===== src/rtl/spread_pkg.sv =====
// Shared defaults and width helpers for the spread statistics block.
package spread_pkg;

  localparam int unsigned PRICE_W_DEF = 8;
  localparam int unsigned DEPTH_DEF   = 8;
  localparam int unsigned CNT_W_DEF   = 16;

  // Ceiling log2, usable in constant expressions.
  function automatic int unsigned clog2(input int unsigned v);
    int unsigned r;
    r = 0;
    for (int unsigned i = 0; i < 32; i++) begin
      if ((64'd1 << i) < 64'(v)) r = i + 1;
    end
    return r;
  endfunction

  localparam int unsigned AW    = clog2(DEPTH_DEF);
  localparam int unsigned SUM_W = PRICE_W_DEF + AW;

endpackage


===== src/rtl/spread_window_buf.sv =====
// Circular buffer of the last DEPTH spreads with a running sum and fill tracking.
module spread_window_buf
  import spread_pkg::*;
#(
  parameter int unsigned PRICE_W = PRICE_W_DEF,
  parameter int unsigned DEPTH   = DEPTH_DEF,
  localparam int unsigned PTR_W  = clog2(DEPTH),
  localparam int unsigned ACC_W  = PRICE_W + PTR_W
) (
  input  logic               clk,
  input  logic               reset,
  input  logic               push_i,
  input  logic [PRICE_W-1:0] din_i,
  input  logic               clear_i,
  output logic [ACC_W-1:0]   sum_o,
  output logic               full_o
);

  localparam logic [PTR_W:0] DEPTH_CNT = (PTR_W + 1)'(DEPTH);

  logic [PRICE_W-1:0] mem_q [DEPTH];
  logic [PTR_W-1:0]   wptr_q, wptr_d;
  logic [PTR_W:0]     fill_q, fill_d;
  logic [ACC_W-1:0]   sum_q, sum_d;
  logic               full_q, full_d;

  // Evicted entry is the slot about to be overwritten; it is still zero until the window wraps.
  always_comb begin
    wptr_d = wptr_q;
    fill_d = fill_q;
    sum_d  = sum_q;
    full_d = full_q;
    if (clear_i) begin
      wptr_d = '0;
      fill_d = '0;
      sum_d  = '0;
      full_d = 1'b0;
    end else if (push_i) begin
      wptr_d = wptr_q + PTR_W'(1);
      sum_d  = sum_q + ACC_W'(din_i) - ACC_W'(mem_q[wptr_q]);
      fill_d = full_q ? fill_q : fill_q + (PTR_W + 1)'(1);
      full_d = full_q | (fill_d == DEPTH_CNT);
    end
  end

  always_ff @(posedge clk or posedge reset) begin
    if (reset) begin
      wptr_q <= '0;
      fill_q <= '0;
      sum_q  <= '0;
      full_q <= 1'b0;
    end else begin
      wptr_q <= wptr_d;
      fill_q <= fill_d;
      sum_q  <= sum_d;
      full_q <= full_d;
    end
  end

  always_ff @(posedge clk or posedge reset) begin
    if (reset) begin
      for (int unsigned i = 0; i < DEPTH; i++) mem_q[i] <= '0;
    end else if (clear_i) begin
      for (int unsigned i = 0; i < DEPTH; i++) mem_q[i] <= '0;
    end else if (push_i) begin
      mem_q[wptr_q] <= din_i;
    end
  end

  assign sum_o  = sum_q;
  assign full_o = full_q;

endmodule


===== src/rtl/spread_stats.sv =====
// Two-stage match spread statistics: S1 registers |buy-sell|, S2 updates last/min/max/avg/count.
module spread_stats
  import spread_pkg::*;
#(
  parameter int unsigned PRICE_W = PRICE_W_DEF,
  parameter int unsigned DEPTH   = DEPTH_DEF,
  parameter int unsigned CNT_W   = CNT_W_DEF,
  localparam int unsigned PTR_W  = clog2(DEPTH),
  localparam int unsigned ACC_W  = PRICE_W + PTR_W
) (
  input  logic               clk,
  input  logic               reset,
  input  logic               enable_count,
  input  logic               match_valid,
  input  logic [PRICE_W-1:0] buy_price,
  input  logic [PRICE_W-1:0] sell_price,
  input  logic               clear,
  output logic [PRICE_W-1:0] spread_last,
  output logic               buy_above,
  output logic [PRICE_W-1:0] spread_min,
  output logic [PRICE_W-1:0] spread_max,
  output logic [PRICE_W-1:0] spread_avg,
  output logic [CNT_W-1:0]   match_count,
  output logic               window_full,
  output logic               stats_valid
);

  logic               accept_c;
  logic               buy_gt_c;
  logic [PRICE_W-1:0] diff_c;

  logic               s1_valid_q;
  logic [PRICE_W-1:0] s1_diff_q;
  logic               s1_above_q;

  logic [PRICE_W-1:0] last_q, last_d;
  logic               above_q, above_d;
  logic [PRICE_W-1:0] min_q, min_d;
  logic [PRICE_W-1:0] max_q, max_d;
  logic [CNT_W-1:0]   count_q, count_d;
  logic               valid_q, valid_d;

  logic [ACC_W-1:0]   win_sum;
  logic               win_full;

  // Subtract the smaller from the larger so the difference never wraps.
  always_comb begin
    accept_c = enable_count & match_valid & ~clear;
    buy_gt_c = buy_price > sell_price;
    diff_c   = buy_gt_c ? (buy_price - sell_price) : (sell_price - buy_price);
  end

  always_ff @(posedge clk or posedge reset) begin
    if (reset) begin
      s1_valid_q <= 1'b0;
      s1_diff_q  <= '0;
      s1_above_q <= 1'b0;
    end else begin
      s1_valid_q <= accept_c;
      if (accept_c) begin
        s1_diff_q  <= diff_c;
        s1_above_q <= buy_gt_c;
      end
    end
  end

  // S2: clear has priority over a sample leaving S1.
  always_comb begin
    last_d  = last_q;
    above_d = above_q;
    min_d   = min_q;
    max_d   = max_q;
    count_d = count_q;
    valid_d = valid_q;
    if (clear) begin
      last_d  = '0;
      above_d = 1'b0;
      min_d   = '0;
      max_d   = '0;
      count_d = '0;
      valid_d = 1'b0;
    end else if (s1_valid_q) begin
      last_d  = s1_diff_q;
      above_d = s1_above_q;
      min_d   = (!valid_q || s1_diff_q < min_q) ? s1_diff_q : min_q;
      max_d   = (!valid_q || s1_diff_q > max_q) ? s1_diff_q : max_q;
      count_d = (count_q == {CNT_W{1'b1}}) ? count_q : count_q + CNT_W'(1);
      valid_d = 1'b1;
    end
  end

  always_ff @(posedge clk or posedge reset) begin
    if (reset) begin
      last_q  <= '0;
      above_q <= 1'b0;
      min_q   <= '0;
      max_q   <= '0;
      count_q <= '0;
      valid_q <= 1'b0;
    end else begin
      last_q  <= last_d;
      above_q <= above_d;
      min_q   <= min_d;
      max_q   <= max_d;
      count_q <= count_d;
      valid_q <= valid_d;
    end
  end

  spread_window_buf #(
    .PRICE_W (PRICE_W),
    .DEPTH   (DEPTH)
  ) u_window (
    .clk     (clk),
    .reset   (reset),
    .push_i  (s1_valid_q),
    .din_i   (s1_diff_q),
    .clear_i (clear),
    .sum_o   (win_sum),
    .full_o  (win_full)
  );

  assign spread_last = last_q;
  assign buy_above   = above_q;
  assign spread_min  = min_q;
  assign spread_max  = max_q;
  assign spread_avg  = PRICE_W'(win_sum >> PTR_W);
  assign match_count = count_q;
  assign window_full = win_full;
  assign stats_valid = valid_q;

endmodule


===== config.mk =====
export PLATFORM = sky130hd
export DESIGN_NAME = spread_stats
export DESIGN_NICKNAME = d
export VERILOG_FILES = /design/src/rtl/spread_pkg.sv /design/src/rtl/spread_window_buf.sv /design/src/rtl/spread_stats.sv
export SDC_FILE = /design/constraint.sdc
export NUM_CORES = 1
export LEC_CHECK = 0
export CORE_MARGIN = 2
export CORE_UTILIZATION = 53
export DETAILED_ROUTE_END_ITERATION = 16
export GPL_TIMING_DRIVEN = 0
export PLACE_DENSITY = 0.77
export RECOVER_POWER = 100
export SLEW_MARGIN = 10
export SYNTH_ARGS = -nofsm -noshare
export SYNTH_HDL_FRONTEND = slang
export SYNTH_SLANG_ARGS = --single-unit

===== constraint.sdc =====
create_clock -name clk -period 4.4 [get_ports clk]
set_clock_uncertainty 0.1 [all_clocks]
set_input_delay 0.66 -clock clk [delete_from_list [all_inputs] [get_ports clk]]
set_output_delay 0.66 -clock clk [all_outputs]
set_load 0.01 [all_outputs]

==> metrics.yaml <==
status: "complete, but fails checks"
violations: "capacitance limit, slew limit"
fmax_mhz: 238.6
numCtsBuffers: 17
reg2reg_to: "u_window.sum_o[10]"
ant_nets: 0
vias: 6674
worstPathRequired_ps: 4600
vias_per_cell: 5.758
n_fill_cell: 1208
diodes: 0
clk_latency_ps: 420
post_cts_buffers: 0
finalHoldViolations: 0
clockBufferDepth: 2
synth_compound_area_share_pct: 12.68
synthCells: 872
cts.clk_slew.worst_paths_ps: 60
worst_setup_path_start_kind: "register"
r2r_slack_ps: 210
grt_pass1_wl_um: 32350
power_leakage_nw: 4.361
syn2layout_area_growth_pct: 19.45
grt_setup_unrepaired: "no"
avgSynthCellArea_sq_um: 9.087
hold_path.startpoint: "spread_last[3]"
slew_headroom_pct: -46.83
synth_top_family_by_area: "simple AND/OR/NAND/NOR gates"
wl_um: 20090
ys.warnings.count: 0
nNetsFinal: 1037
grt_pass1_vias: 6359
grt_max_degree: 85
worstPathMaxFanout: 19
rows: 44
yosys.area_share.simple_pct: 16.23
cts_resized: 1
hp-class: "register to register"
cts-htree-levels: 4
cts_tree: "built"
synth_xor_area_share_pct: 3.426
setup_viol: 0
hpwl_um: 14050
ys_types: 59
min_period_ps: 4191
core_area_sq_mm: 0.01459
finalCritPeriodShare_pct: 95.25
track_usage_pct: 25.87
yosysMostFrequentCell: "nand2_1"
dieArea_sq_mm: 0.01594
drv_slew: 53
hold_path_depth: 2
grt_antenna_before_repair: 0
worstSetupPathType: "register to register"
muxShareOfSynthArea_pct: 9.127
fp.dieH_um: 126.3
clkPwrFrac_pct: 37.8
maxCapViolCount: 1
switching_share_pct: 30.85
seq_area_frac_synth_pct: 42.63
synth.largest_area_cell: "dfrtp_1"
cts_root_buf: "clkbuf_16"
drtPass1Iterations: 5
synth_common_cells: "nand2_1, dfrtp_1, a21oi_1"
seqPwrFrac_pct: 34.8
drt_iter0_drc: 616
io_buffers: 71
post_route_cells_drive_above_1_share_pct: 7.590
synth_area_sq_mm: 0.007924
drc: 0
place_ws_ps: -68.16
min_to: "spread_last[3]"
synth_ff_type: "dfrtp_1"
ys_seq_elements: 135
grt_overflow: 0
r2r_cells: 15
whs_ps: 421.3
tightest_slew_ps: 2190
tns_ps: 0
powerDensity_mw_per_mm2: 417.6
async_flop_share_pct: 100.0
syn_nets: 947
synth_area_leaders: "dfrtp_1, nand2_1, ha_1, mux2i_1, a21oi_1"
start_util_pct: 54.31
place_congestion: 0.9227
cts_hold_buf: 0
synth-edff-count: 0
ios: 72
p_int_mw: 2.734
worstSetupEndpointType: "register"
peakVddDrop_mv: 0.2729
p_switching_mw: 1.219
detail_route.wl_per_cell_um: 17.33
pwr-share-comb_pct: 27.5
synth_fa_ha_area_share_pct: 9.474
cts.sinks: 135
finalWorstSetupSlack_ps: 209.2
rr_startpoint: "u_window.wptr_q[2]"
synth_top_area_share_pct: 42.63
cp_data_arrival_time_ps: 4390
dieWidth_um: 126.3
worst max-delay path by stage:
stage                                   from            endpoint  slack [ps]
after floorplan                        reset           buy_above          30
after CTS                 u_window.wptr_q[1]  u_window.sum_o[10]          70
after global routing      u_window.wptr_q[2]  u_window.sum_o[10]          30
final                     u_window.wptr_q[2]  u_window.sum_o[10]         210
after global placement                 reset   u_window.sum_o[7]       -1820
after detailed placement  u_window.wptr_q[1]  u_window.sum_o[10]         -70
cell type report:
class | instances | area [sq um] | share of cell area, %
plain buffers | 51 | 236.5 | 2.498
clock buffers | 25 | 505.5 | 5.340
clock inverters | 7 | 115.1 | 1.216
inverters | 71 | 267.8 | 2.829
multi-input cells | 614 | 4014 | 42.41
flip-flops and latches | 135 | 3378 | 35.69
well taps | 184 | 230.2 | 2.432
repair buffers | 72 | 718.2 | 7.588
metal layers:
layer | vias up | share of wire [%] | track usage [%]
li1 | 3116 | - | -
met5 | - | 0 | 0
met2 | 297 | 47 | 42.31
met1 | 3207 | 43 | 33.99
met4 | 0 | 2.9 | 10.02
met3 | 54 | 7.2 | 5.438
placed cells by master (no fill, tap or decap), drive strengths merged, types with 3 or more instances in the layout:
cell type,Yosys,final
a211oi,3,3
a21o,12,12
a21oi,83,83
a221oi,4,4
a22oi,3,3
a31oi,13,13
and3,3,3
and4,4,4
buf,22,13
bufinv,0,3
clkbuf,30,64
clkdlybuf4s50,0,17
clkinv,1,3
clkinvlp,0,3
dfrtp,135,135
dlygate4sd3,0,54
fa,10,10
ha,44,44
inv,70,69
mux2,12,12
mux2i,43,43
mux4,7,7
nand2,161,161
nand2b,5,5
nand3,18,18
nand4,7,7
nor2,80,80
nor2b,8,8
nor3,6,6
o21a,3,3
o21ai,24,24
xnor2,15,15
xor2,16,16
power by group through the flow:
stage          Clock, mW  Sequential, mW  Combinational, mW
6_report            1.49            1.38               1.09
5_1_grt             1.55            1.38               1.22
4_1_cts             1.50            1.37               1.10
3_5_place_dp           0            1.40               1.10
3_3_place_gp           0            1.40               1.08
2_1_floorplan          0            1.37              0.806
logic make-up after synthesis:
group,Yosys count
AOI/OAI and AO/OA,164
DFF,135
and+or+nand+nor,303
xor gates and xnor gates,31
adders and majority gates,54
muxes,62
buffers and inverters,123
registers in the layout, indices dropped and copies added, names as in the netlist:
name / count
u_window.sum_o: 11
spread_max: 8
s1_diff_q: 8
u_window.mem_q: 64
spread_last: 8
stats_valid: 1
u_window.full_o: 1
u_window.fill_q: 4
match_count: 16
spread_min: 8
s1_above_q: 1
u_window.wptr_q: 3
s1_valid_q: 1
buy_above: 1
per-stage QoR:
step                util, %  total power [mW]  instances  instance area (sq um)
global placement      60.76             2.473       1127                   8865
CTS                   65.22             3.977       1159                   9515
floorplan                 -             2.181        872                   7924
finish                64.88             3.953       1159                   9465
detailed placement    60.99             2.494       1128                   8897
global route          64.88             4.148       1159                   9465
worst max-delay path: stages, from the launching register on:
cell and delay (ps):
dfrtp_1 370, buf_2 440, clkbuf_1 390, nand2_1 100
nor2_1 100, a31oi_1 60, o21ai_0 330, fa_1 240
inv_1 50, ha_1 290, nor2b_1 150, o21a_1 180
a31o_2 280, o41ai_2 340, mux2i_1 270, mux2_2 360
(Power assumes the default switching activity.)
